**src/rtl/fifo_rd_ctrl_if.sv**
```systemverilog
// Read-side bundle of the async FIFO: RAM read port plus the consumer valid/ready stream.
// The controller takes the master modport; the RAM/consumer side takes the slave modport.
interface fifo_rd_ctrl_if #(
    parameter int ADDR_WIDTH = 4,
    parameter int DATA_WIDTH = 8
);
    logic                  mem_rd_en;
    logic [ADDR_WIDTH-1:0] mem_rd_addr;
    logic [DATA_WIDTH-1:0] mem_rd_data;
    logic                  m_valid;
    logic                  m_ready;
    logic [DATA_WIDTH-1:0] m_data;

    modport master (
        output mem_rd_en, mem_rd_addr, m_valid, m_data,
        input  mem_rd_data, m_ready
    );

    modport slave (
        input  mem_rd_en, mem_rd_addr, m_valid, m_data,
        output mem_rd_data, m_ready
    );
endinterface

```
**src/rtl/fifo_rd_ctrl.sv**
```systemverilog
// Async FIFO read-side controller: read pointer, RAM read issue with one-cycle latency,
// and a 2-entry first-word-fall-through output buffer, all in the rd_clk domain.
module fifo_rd_ctrl #(
    parameter int ADDR_WIDTH = 4,
    parameter int DATA_WIDTH = 8
) (
    input  logic                  rd_clk,
    input  logic                  rst_n,
    input  logic [ADDR_WIDTH:0]   wr_ptr_gray_sync,
    output logic [ADDR_WIDTH:0]   rd_ptr_gray,
    output logic [ADDR_WIDTH:0]   ram_level,
    output logic                  ptr_err,
    fifo_rd_ctrl_if.master        bus
);
    localparam int PW = ADDR_WIDTH + 1;
    localparam logic [PW-1:0] HALF_SPAN = {1'b1, {ADDR_WIDTH{1'b0}}};

    logic [PW-1:0]         wr_bin;
    logic [PW-1:0]         rd_ptr_bin_q, rd_ptr_bin_d;
    logic [PW-1:0]         rd_ptr_gray_q, rd_ptr_gray_d;
    logic [PW-1:0]         ram_level_q, ram_level_d;
    logic [PW-1:0]         rd_diff;
    logic                  ptr_err_q, ptr_err_d;
    logic [DATA_WIDTH-1:0] buf_q [2];
    logic                  head_q, head_d;
    logic                  tail;
    logic [1:0]            buf_cnt_q, buf_cnt_d;
    logic [1:0]            outstanding;
    logic                  inflight_q;
    logic                  mem_avail;
    logic                  pop;
    logic                  issue;

    // Gray -> binary: each binary bit is the XOR of all Gray bits at or above it.
    for (genvar gi = 0; gi < PW; gi++) begin : g_gray2bin
        assign wr_bin[gi] = ^wr_ptr_gray_sync[PW-1:gi];
    end

    always_comb begin
        mem_avail     = (rd_ptr_gray_q != wr_ptr_gray_sync);
        pop           = (buf_cnt_q != 2'd0) && bus.m_ready;
        outstanding   = buf_cnt_q + {1'b0, inflight_q};
        issue         = mem_avail && ((outstanding <= 2'd1) || pop);
        rd_ptr_bin_d  = rd_ptr_bin_q + {{ADDR_WIDTH{1'b0}}, issue};
        rd_ptr_gray_d = rd_ptr_bin_d ^ (rd_ptr_bin_d >> 1);
        ram_level_d   = wr_bin - rd_ptr_bin_d;
        rd_diff       = wr_bin - rd_ptr_bin_q;
        ptr_err_d     = ptr_err_q || (rd_diff > HALF_SPAN);
        tail          = head_q ^ buf_cnt_q[0];
        buf_cnt_d     = buf_cnt_q + {1'b0, inflight_q} - {1'b0, pop};
        // Head only moves when another word remains, so m_data holds its last value when empty.
        head_d        = head_q ^ (pop && ((buf_cnt_q == 2'd2) || inflight_q));
    end

    always_ff @(posedge rd_clk or negedge rst_n) begin
        if (!rst_n) begin
            rd_ptr_bin_q  <= '0;
            rd_ptr_gray_q <= '0;
            ram_level_q   <= '0;
            ptr_err_q     <= 1'b0;
            head_q        <= 1'b0;
            buf_cnt_q     <= 2'd0;
            inflight_q    <= 1'b0;
            for (int i = 0; i < 2; i++) begin
                buf_q[i] <= '0;
            end
        end else begin
            rd_ptr_bin_q  <= rd_ptr_bin_d;
            rd_ptr_gray_q <= rd_ptr_gray_d;
            ram_level_q   <= ram_level_d;
            ptr_err_q     <= ptr_err_d;
            head_q        <= head_d;
            buf_cnt_q     <= buf_cnt_d;
            inflight_q    <= issue;
            if (inflight_q) begin
                buf_q[tail] <= bus.mem_rd_data;
            end
        end
    end

    assign bus.mem_rd_en   = issue;
    assign bus.mem_rd_addr = rd_ptr_bin_q[ADDR_WIDTH-1:0];
    assign bus.m_valid     = (buf_cnt_q != 2'd0);
    assign bus.m_data      = buf_q[head_q];
    assign rd_ptr_gray     = rd_ptr_gray_q;
    assign ram_level       = ram_level_q;
    assign ptr_err         = ptr_err_q;
endmodule
```
**src/flat_wrapper.sv**
```systemverilog
// flat-port wrapper written by rule: the top's interface ports become plain ports
module fifo_rd_ctrl_flat 
#(
    parameter int ADDR_WIDTH = 4,
    parameter int DATA_WIDTH = 8
)
  (rd_clk, rst_n, wr_ptr_gray_sync, rd_ptr_gray, ram_level, ptr_err, bus_mem_rd_en, bus_mem_rd_addr, bus_m_valid, bus_m_data, bus_mem_rd_data, bus_m_ready);
  fifo_rd_ctrl_if #(.ADDR_WIDTH(ADDR_WIDTH), .DATA_WIDTH(DATA_WIDTH)) bus_i ();
  input  logic rd_clk;
  input  logic rst_n;
  input  logic [ADDR_WIDTH:0] wr_ptr_gray_sync;
  output logic [ADDR_WIDTH:0] rd_ptr_gray;
  output logic [ADDR_WIDTH:0] ram_level;
  output logic ptr_err;
  output wire logic [$bits(bus_i.mem_rd_en)-1:0] bus_mem_rd_en;
  output wire logic [$bits(bus_i.mem_rd_addr)-1:0] bus_mem_rd_addr;
  output wire logic [$bits(bus_i.m_valid)-1:0] bus_m_valid;
  output wire logic [$bits(bus_i.m_data)-1:0] bus_m_data;
  input wire logic [$bits(bus_i.mem_rd_data)-1:0] bus_mem_rd_data;
  input wire logic [$bits(bus_i.m_ready)-1:0] bus_m_ready;
  assign bus_mem_rd_en = bus_i.mem_rd_en;
  assign bus_mem_rd_addr = bus_i.mem_rd_addr;
  assign bus_m_valid = bus_i.m_valid;
  assign bus_m_data = bus_i.m_data;
  assign bus_i.mem_rd_data = bus_mem_rd_data;
  assign bus_i.m_ready = bus_m_ready;
  fifo_rd_ctrl #(.ADDR_WIDTH(ADDR_WIDTH), .DATA_WIDTH(DATA_WIDTH)) u_core (.rd_clk(rd_clk), .rst_n(rst_n), .wr_ptr_gray_sync(wr_ptr_gray_sync), .rd_ptr_gray(rd_ptr_gray), .ram_level(ram_level), .ptr_err(ptr_err), .bus(bus_i));
endmodule
```
**config.mk**
```make
export PLATFORM = sky130hd
export DESIGN_NAME = fifo_rd_ctrl_flat
export DESIGN_NICKNAME = d
export VERILOG_FILES = /design/src/rtl/fifo_rd_ctrl_if.sv /design/src/rtl/fifo_rd_ctrl.sv /design/src/flat_wrapper.sv
export SDC_FILE = /design/constraint.sdc
export NUM_CORES = 1
export LEC_CHECK = 0
export ABC_AREA = 1
export ABC_CLOCK_PERIOD_IN_PS = 3100
export BUFFER_PORTS_ARGS = -buffer_cell sky130_fd_sc_hd__buf_2
export CORE_UTILIZATION = 54
export CTS_CLUSTER_SIZE = 30
export DETAILED_ROUTE_END_ITERATION = 8
export GPL_TIMING_DRIVEN = 0
export PLACE_DENSITY = 0.79
export SLEW_MARGIN = 10
export SYNTH_ARGS = -nofsm -noshare
export SYNTH_HDL_FRONTEND = slang
export SYNTH_SLANG_ARGS = --single-unit
```
**constraint.sdc**
```tcl
create_clock -name rd_clk -period 3.1 [get_ports rd_clk]
set_input_delay 0.62 -clock rd_clk [delete_from_list [all_inputs] [get_ports rd_clk]]
set_output_delay 0.62 -clock rd_clk [all_outputs]
set_load 0.1 [all_outputs]
```
==> results of run 1 <==
-- flip-flops by register name, summed over array words and instances (netlist names) --
register / flops
u_core.inflight_q: 1
u_core.buf_cnt_q: 2
u_core.ptr_err: 1
u_core.head_q: 1
u_core.buf_q: 16
u_core.rd_ptr_bin_q: 5
u_core.rd_ptr_gray: 4
u_core.ram_level: 5
-- worst reg2reg max path, delay by kind of cell, from the launching register on --
kind,cells,cell delay [ns]
compound gates,2,0.33
fa+ha+maj,2,0.61
xor+xnor,2,0.65
simple gates,6,0.82
flops,1,0.42
-- logic make-up after synthesis --
logic type / share of synthesized area (%)
multiplexers: 4.59
XOR/XNOR: 11.8
AND/OR/NAND/NOR: 17.5
flip-flops: 44.6
buffers and inverters: 6.76
AO/OA/AOI/OAI: 6.12
adder cells (fa/ha/maj): 8.67
-- cells in the mapped netlist, types with 2 or more instances --
master   count  area, sq um
inv_2        4         15.0
nand2_2      3         18.8
nand2_1     53          199
or2_2        2         12.5
mux2_2       8         90.1
inv_1       29          109
dfrtp_1     35          876
o21ai_0     19         95.1
ha_1        12          150
xor2_1      13          114
a21oi_1      5         25.0
nand3_2      3         30.0
xnor2_1      6         52.6
xnor2_2      3         48.8
nand3_1     11         55.1
-- through the flow --
| step | cell area [sq um] | instances | hold WS, ns | utilization (%) | TNS [ns] |
|---|---|---|---|---|---|
| finish | 2330 | 308 | 0.340 | 68.1 | 0 |
| floorplan | 2000 | 214 | 0.324 | - | -1.00 |
| CTS | 2330 | 308 | 0.359 | 68.1 | 0 |
| global placement | 2260 | 300 | 0.445 | 66.1 | -0.0927 |
| global route | 2330 | 308 | 0.386 | 68.1 | 0 |
| detailed placement | 2260 | 300 | 0.449 | 66.1 | -0.115 |
-- final cells by class --
type | count | share of cell area (%)
multi-input cells | 144 | 42.3
flip-flops and latches | 35 | 38.0
repair buffers | 40 | 8.61
inverters | 33 | 5.33
well taps | 46 | 2.47
clock buffers | 6 | 2.21
clock inverters | 2 | 0.699
plain buffers | 2 | 0.377
-- path summary, 6_finish.rpt --
check | cells past startpoint | to
max in group asynchronous | 1 | u_core.rd_ptr_gray[1]
hold reg to reg | 2 | u_core.ptr_err
min in group rd_clk | 2 | u_core.ptr_err
hold / removal | 1 | u_core.buf_q[0]
setup reg to reg | 12 | u_core.ram_level[4]
setup / recovery | 12 | u_core.ram_level[4]
-- routing by layer --
layer / share of wire (%) / GRT usage, %
met1: 49 / 28.4
met2: 44 / 35.4
met3: 4.8 / 4.78
met4: 1.6 / 9.30
met5: 0 / 0
==> out/metrics.yaml, run 1 <==
outcome: "complete, no violations"
layout_commonest_cell: "nand2_1"
rrSetupSlack_ns: 0.18
finalCritPeriodShare_pct: 94.2
cts_htree_levels: 2
synth_warnings: 0
cts_root_buf: "clkbuf_4"
crit_path_top_delay_cell: "nor3_1"
antenna_left: 0
cts.repair.resized: 0
setup_violations: 0
final-max-slew-violation-count: 0
mappedNetlistNets: 243
maxCapViolCount: 0
chipHeight_microns: 62.3
end_kind: "register"
post_cts_buffers: 0
worst_pin_slew_ns: 0.767
crit_family: "simple AND/OR/NAND/NOR gates"
antenna_found_initial: 0
setup.worst_path.start: "u_core.rd_ptr_gray[0]"
area_delta_synth_final_pct: 18.5
hold_viol_final: 0
avgSynthCellArea_sq_um: 9.17
cp_num_buf_inv: 0
n_antenna_cell: 0
hold_class: "in -> async"
track_usage_pct: 21.9
tritoncts: "done"
ys_seq_area_share_pct: 44.6
skew_ns: 0.0108
vias: 1499
drt_iter0_markers: 38
cts.sinks: 35
row_count: 21
finalWirelength_microns: 3720
io_pins: 41
start_util_pct: 57.5
crit_fanout: 4
dieWidth_microns: 62.3
synth-edff-count: 0
required_ns: 3.33
overflow: 0
crit_chain: "xnor2_1, nand3_1, nor3_1, a21oi_4, ha_2, nand3_1, xor2_1, ha_1, a21oi_1, nand2_1, nand2_1, nand2_1"
critical_path_class: "reg -> reg"
fin_crit_ns: 2.92
synth_area_sq_um: 1960
routabilityCongestion: 0.858
die_area_sq_um: 3880
synthDistinctLibCells: 23
crit_path_max_incr_delay_ns: 0.45
postCtsHoldBufs: 0
drt-wirelength-per-cell_microns: 12.1
core_area_sq_um: 3420
setup_slack_ns: 0.181
setup.worst_path.start_class: "register"
most-common-layout-cells: "nand2_1, buf_2, dfrtp_1"
synthArstFlopShare_pct: 100
grt_pass1_vias: 1487
path_clk_slew_ns: 0.12
nets: 290
rsz0062_at_grt: "false"
multi_input_area_sq_um: 983
final_layout_size_suffix_gt1_share_pct: 31.3
grt_pass1_wl_microns: 6560
port_buffers: 40
synthesis.instances: 214
crit_arrival_ns: 3.15
place_ws_ns: -0.115
hpwl_microns: 2870
nFillCells: 286
vias_per_cell: 4.87
clk_latency_ns: 0.34
r2r-start: "u_core.rd_ptr_gray[0]"
ff_latch_area_sq_um: 885
cts_buffer_depth: 2
synth_seq_cells: 35
cp_common_cell: "nand2_1"
numCtsBuffers: 5
synth_flop_cell: "dfrtp_1"
drtPass1Iterations: 4
drc: 0
clock.fmax_ghz: 0.343
grt_max_degree: 36
slew-limit-headroom_pct: 48.9
Power of run 1 is not shown: default switching activity piles up to over one toggle a cycle in this logic, so the estimate is an artifact.
==> run 2: changes to the inputs <==
--- a/config.mk
+++ b/config.mk
@@ -8,6 +8,7 @@
 export ABC_AREA = 1
 export ABC_CLOCK_PERIOD_IN_PS = 3100
 export BUFFER_PORTS_ARGS = -buffer_cell sky130_fd_sc_hd__buf_2
+export CORE_MARGIN = 5
 export CORE_UTILIZATION = 54
 export CTS_CLUSTER_SIZE = 30
 export DETAILED_ROUTE_END_ITERATION = 8
==> run 2 against run 1 <==
- sequential share of layout area grew 0.14 points
- first-iteration DRC count fell by 18%
- die area grew 27%
- final cell count increased by 0.32%
- flip-flop and latch count unchanged
- non-clock buffer count is the same
- clock-buffer cell count did not move
- critical path depth stayed put
- design area decreased by 0.38%
- largest cell class unchanged
==> out/metrics.yaml, run 2 (synthesized netlist as in run 1, its figures left out) <==
clk_latency_ns: 0.33
required_ns: 3.33
start_util_pct: 54.9
highest_layer: "met4"
nFillCells: 319
outcome: "complete, no violations"
most-common-layout-cells: "nand2_1, buf_2, dfrtp_1"
clock.fmax_ghz: 0.356
track_usage_pct: 17.7
cp_common_cell: "nand2_1"
wl_met1_microns: 1570
chipHeight_microns: 70.3
antenna_found_initial: 0
ff_latch_area_sq_um: 885
nets: 290
final_layout_size_suffix_gt1_share_pct: 31.0
drtPass1Iterations: 4
crit_family: "adder cells"
hpwl_microns: 2960
end_kind: "register"
cts.sinks: 35
setup.worst_path.start_class: "register"
hold_class: "in -> async"
finalCritPeriodShare_pct: 90.6
maxCapViolCount: 0
cts_htree_levels: 2
slew-limit-headroom_pct: 50.2
antenna_left: 0
post_cts_buffers: 0
path_clk_slew_ns: 0.10
finalWirelength_microns: 3800
row_count: 22
wl_met2_microns: 1970
vias_per_cell: 4.86
vias: 1503
setup_violations: 0
hold_viol_final: 0
cp_num_buf_inv: 0
drt_iter0_markers: 31
utilization_pct: 64.8
area_delta_synth_final_pct: 18.0
cts_root_buf: "clkbuf_4"
skew_ns: 0.00911
layout_commonest_cell: "nand2_1"
drt-wirelength-per-cell_microns: 12.3
top_register: "u_core.buf_q"
postCtsHoldBufs: 0
crit_chain: "ha_1, xnor2_1, nor2_1, a21oi_4, ha_2, nand3_1, xor2_1, ha_1, a21oi_1, nand2_1, nand2_1, nand2_1"
worst_pin_slew_ns: 0.747
cts_buffer_depth: 2
final-max-slew-violation-count: 0
wl_met3_microns: 203
grt_pass1_vias: 1571
port_buffers: 40
overflow: 0
n_antenna_cell: 0
critical_path_class: "reg -> reg"
fin_crit_ns: 2.81
cts.repair.resized: 0
rsz0062_at_grt: "false"
crit_fanout: 4
crit_path_max_incr_delay_ns: 0.45
tritoncts: "done"
cp_num_cells: 12
multi_input_area_sq_um: 983
crit_path_top_delay_cell: "dfrtp_1"
core_area_sq_um: 3580
grt_max_degree: 36
grt_pass1_wl_microns: 6900
io_pins: 41
die_area_sq_um: 4940
dieWidth_microns: 70.3
reg2reg_depth: 12
crit_arrival_ns: 3.04
largest_register_ffs: 16
drc: 0
numCtsBuffers: 5
routabilityCongestion: 0.813
run 2: changes by cell type in the layout (fill, tap and decap cells not counted):
cell,change
clkinv_4,-1
clkinv_2,+1
clkinvlp_4,-1
run 2: final cells by class:
| cell class | instances | area share (%) |
|---|---|---|
| clock inverter | 1 | 0.216 |
| timing repair buffer | 40 | 8.64 |
| sequential | 35 | 38.2 |
| inverter | 33 | 5.35 |
| clock buffer | 6 | 2.21 |
| buffer | 2 | 0.378 |
| multi-input combinational | 144 | 42.4 |
| tap | 48 | 2.59 |
run 2: metal layers:
metal	vias up	track usage [%]
li1	768	-
met1	701	19.9
met2	30	31.6
met3	4	4.32
met4	0	7.23
met5	-	0
run 2: stage by stage:
step                setup slack [ns]  std cells  instance area (sq um)  TNS [ns]  hold WS, ns
floorplan                     -0.147        214                   2000     -1.00        0.324
global placement              0.0866        302                   2260         0        0.447
detailed placement            0.0756        302                   2260         0        0.452
CTS                            0.277        309                   2320         0        0.352
global route                  0.0932        309                   2320         0        0.390
finish                         0.291        309                   2320         0        0.349
run 2: final timing paths:
check                                              to  slack (ns)           startpoint
worst max-delay path              u_core.ram_level[4]        0.29  u_core.buf_cnt_q[0]
worst min-delay path                 u_core.buf_q[12]        0.35                rst_n
worst max register to register    u_core.ram_level[4]        0.29  u_core.buf_cnt_q[0]
worst min register to register         u_core.ptr_err        0.47       u_core.ptr_err
max in group asynchronous       u_core.rd_ptr_gray[1]        2.21                rst_n
min in group rd_clk                    u_core.ptr_err        0.47       u_core.ptr_err
Power of run 2 is left out for the same reason.
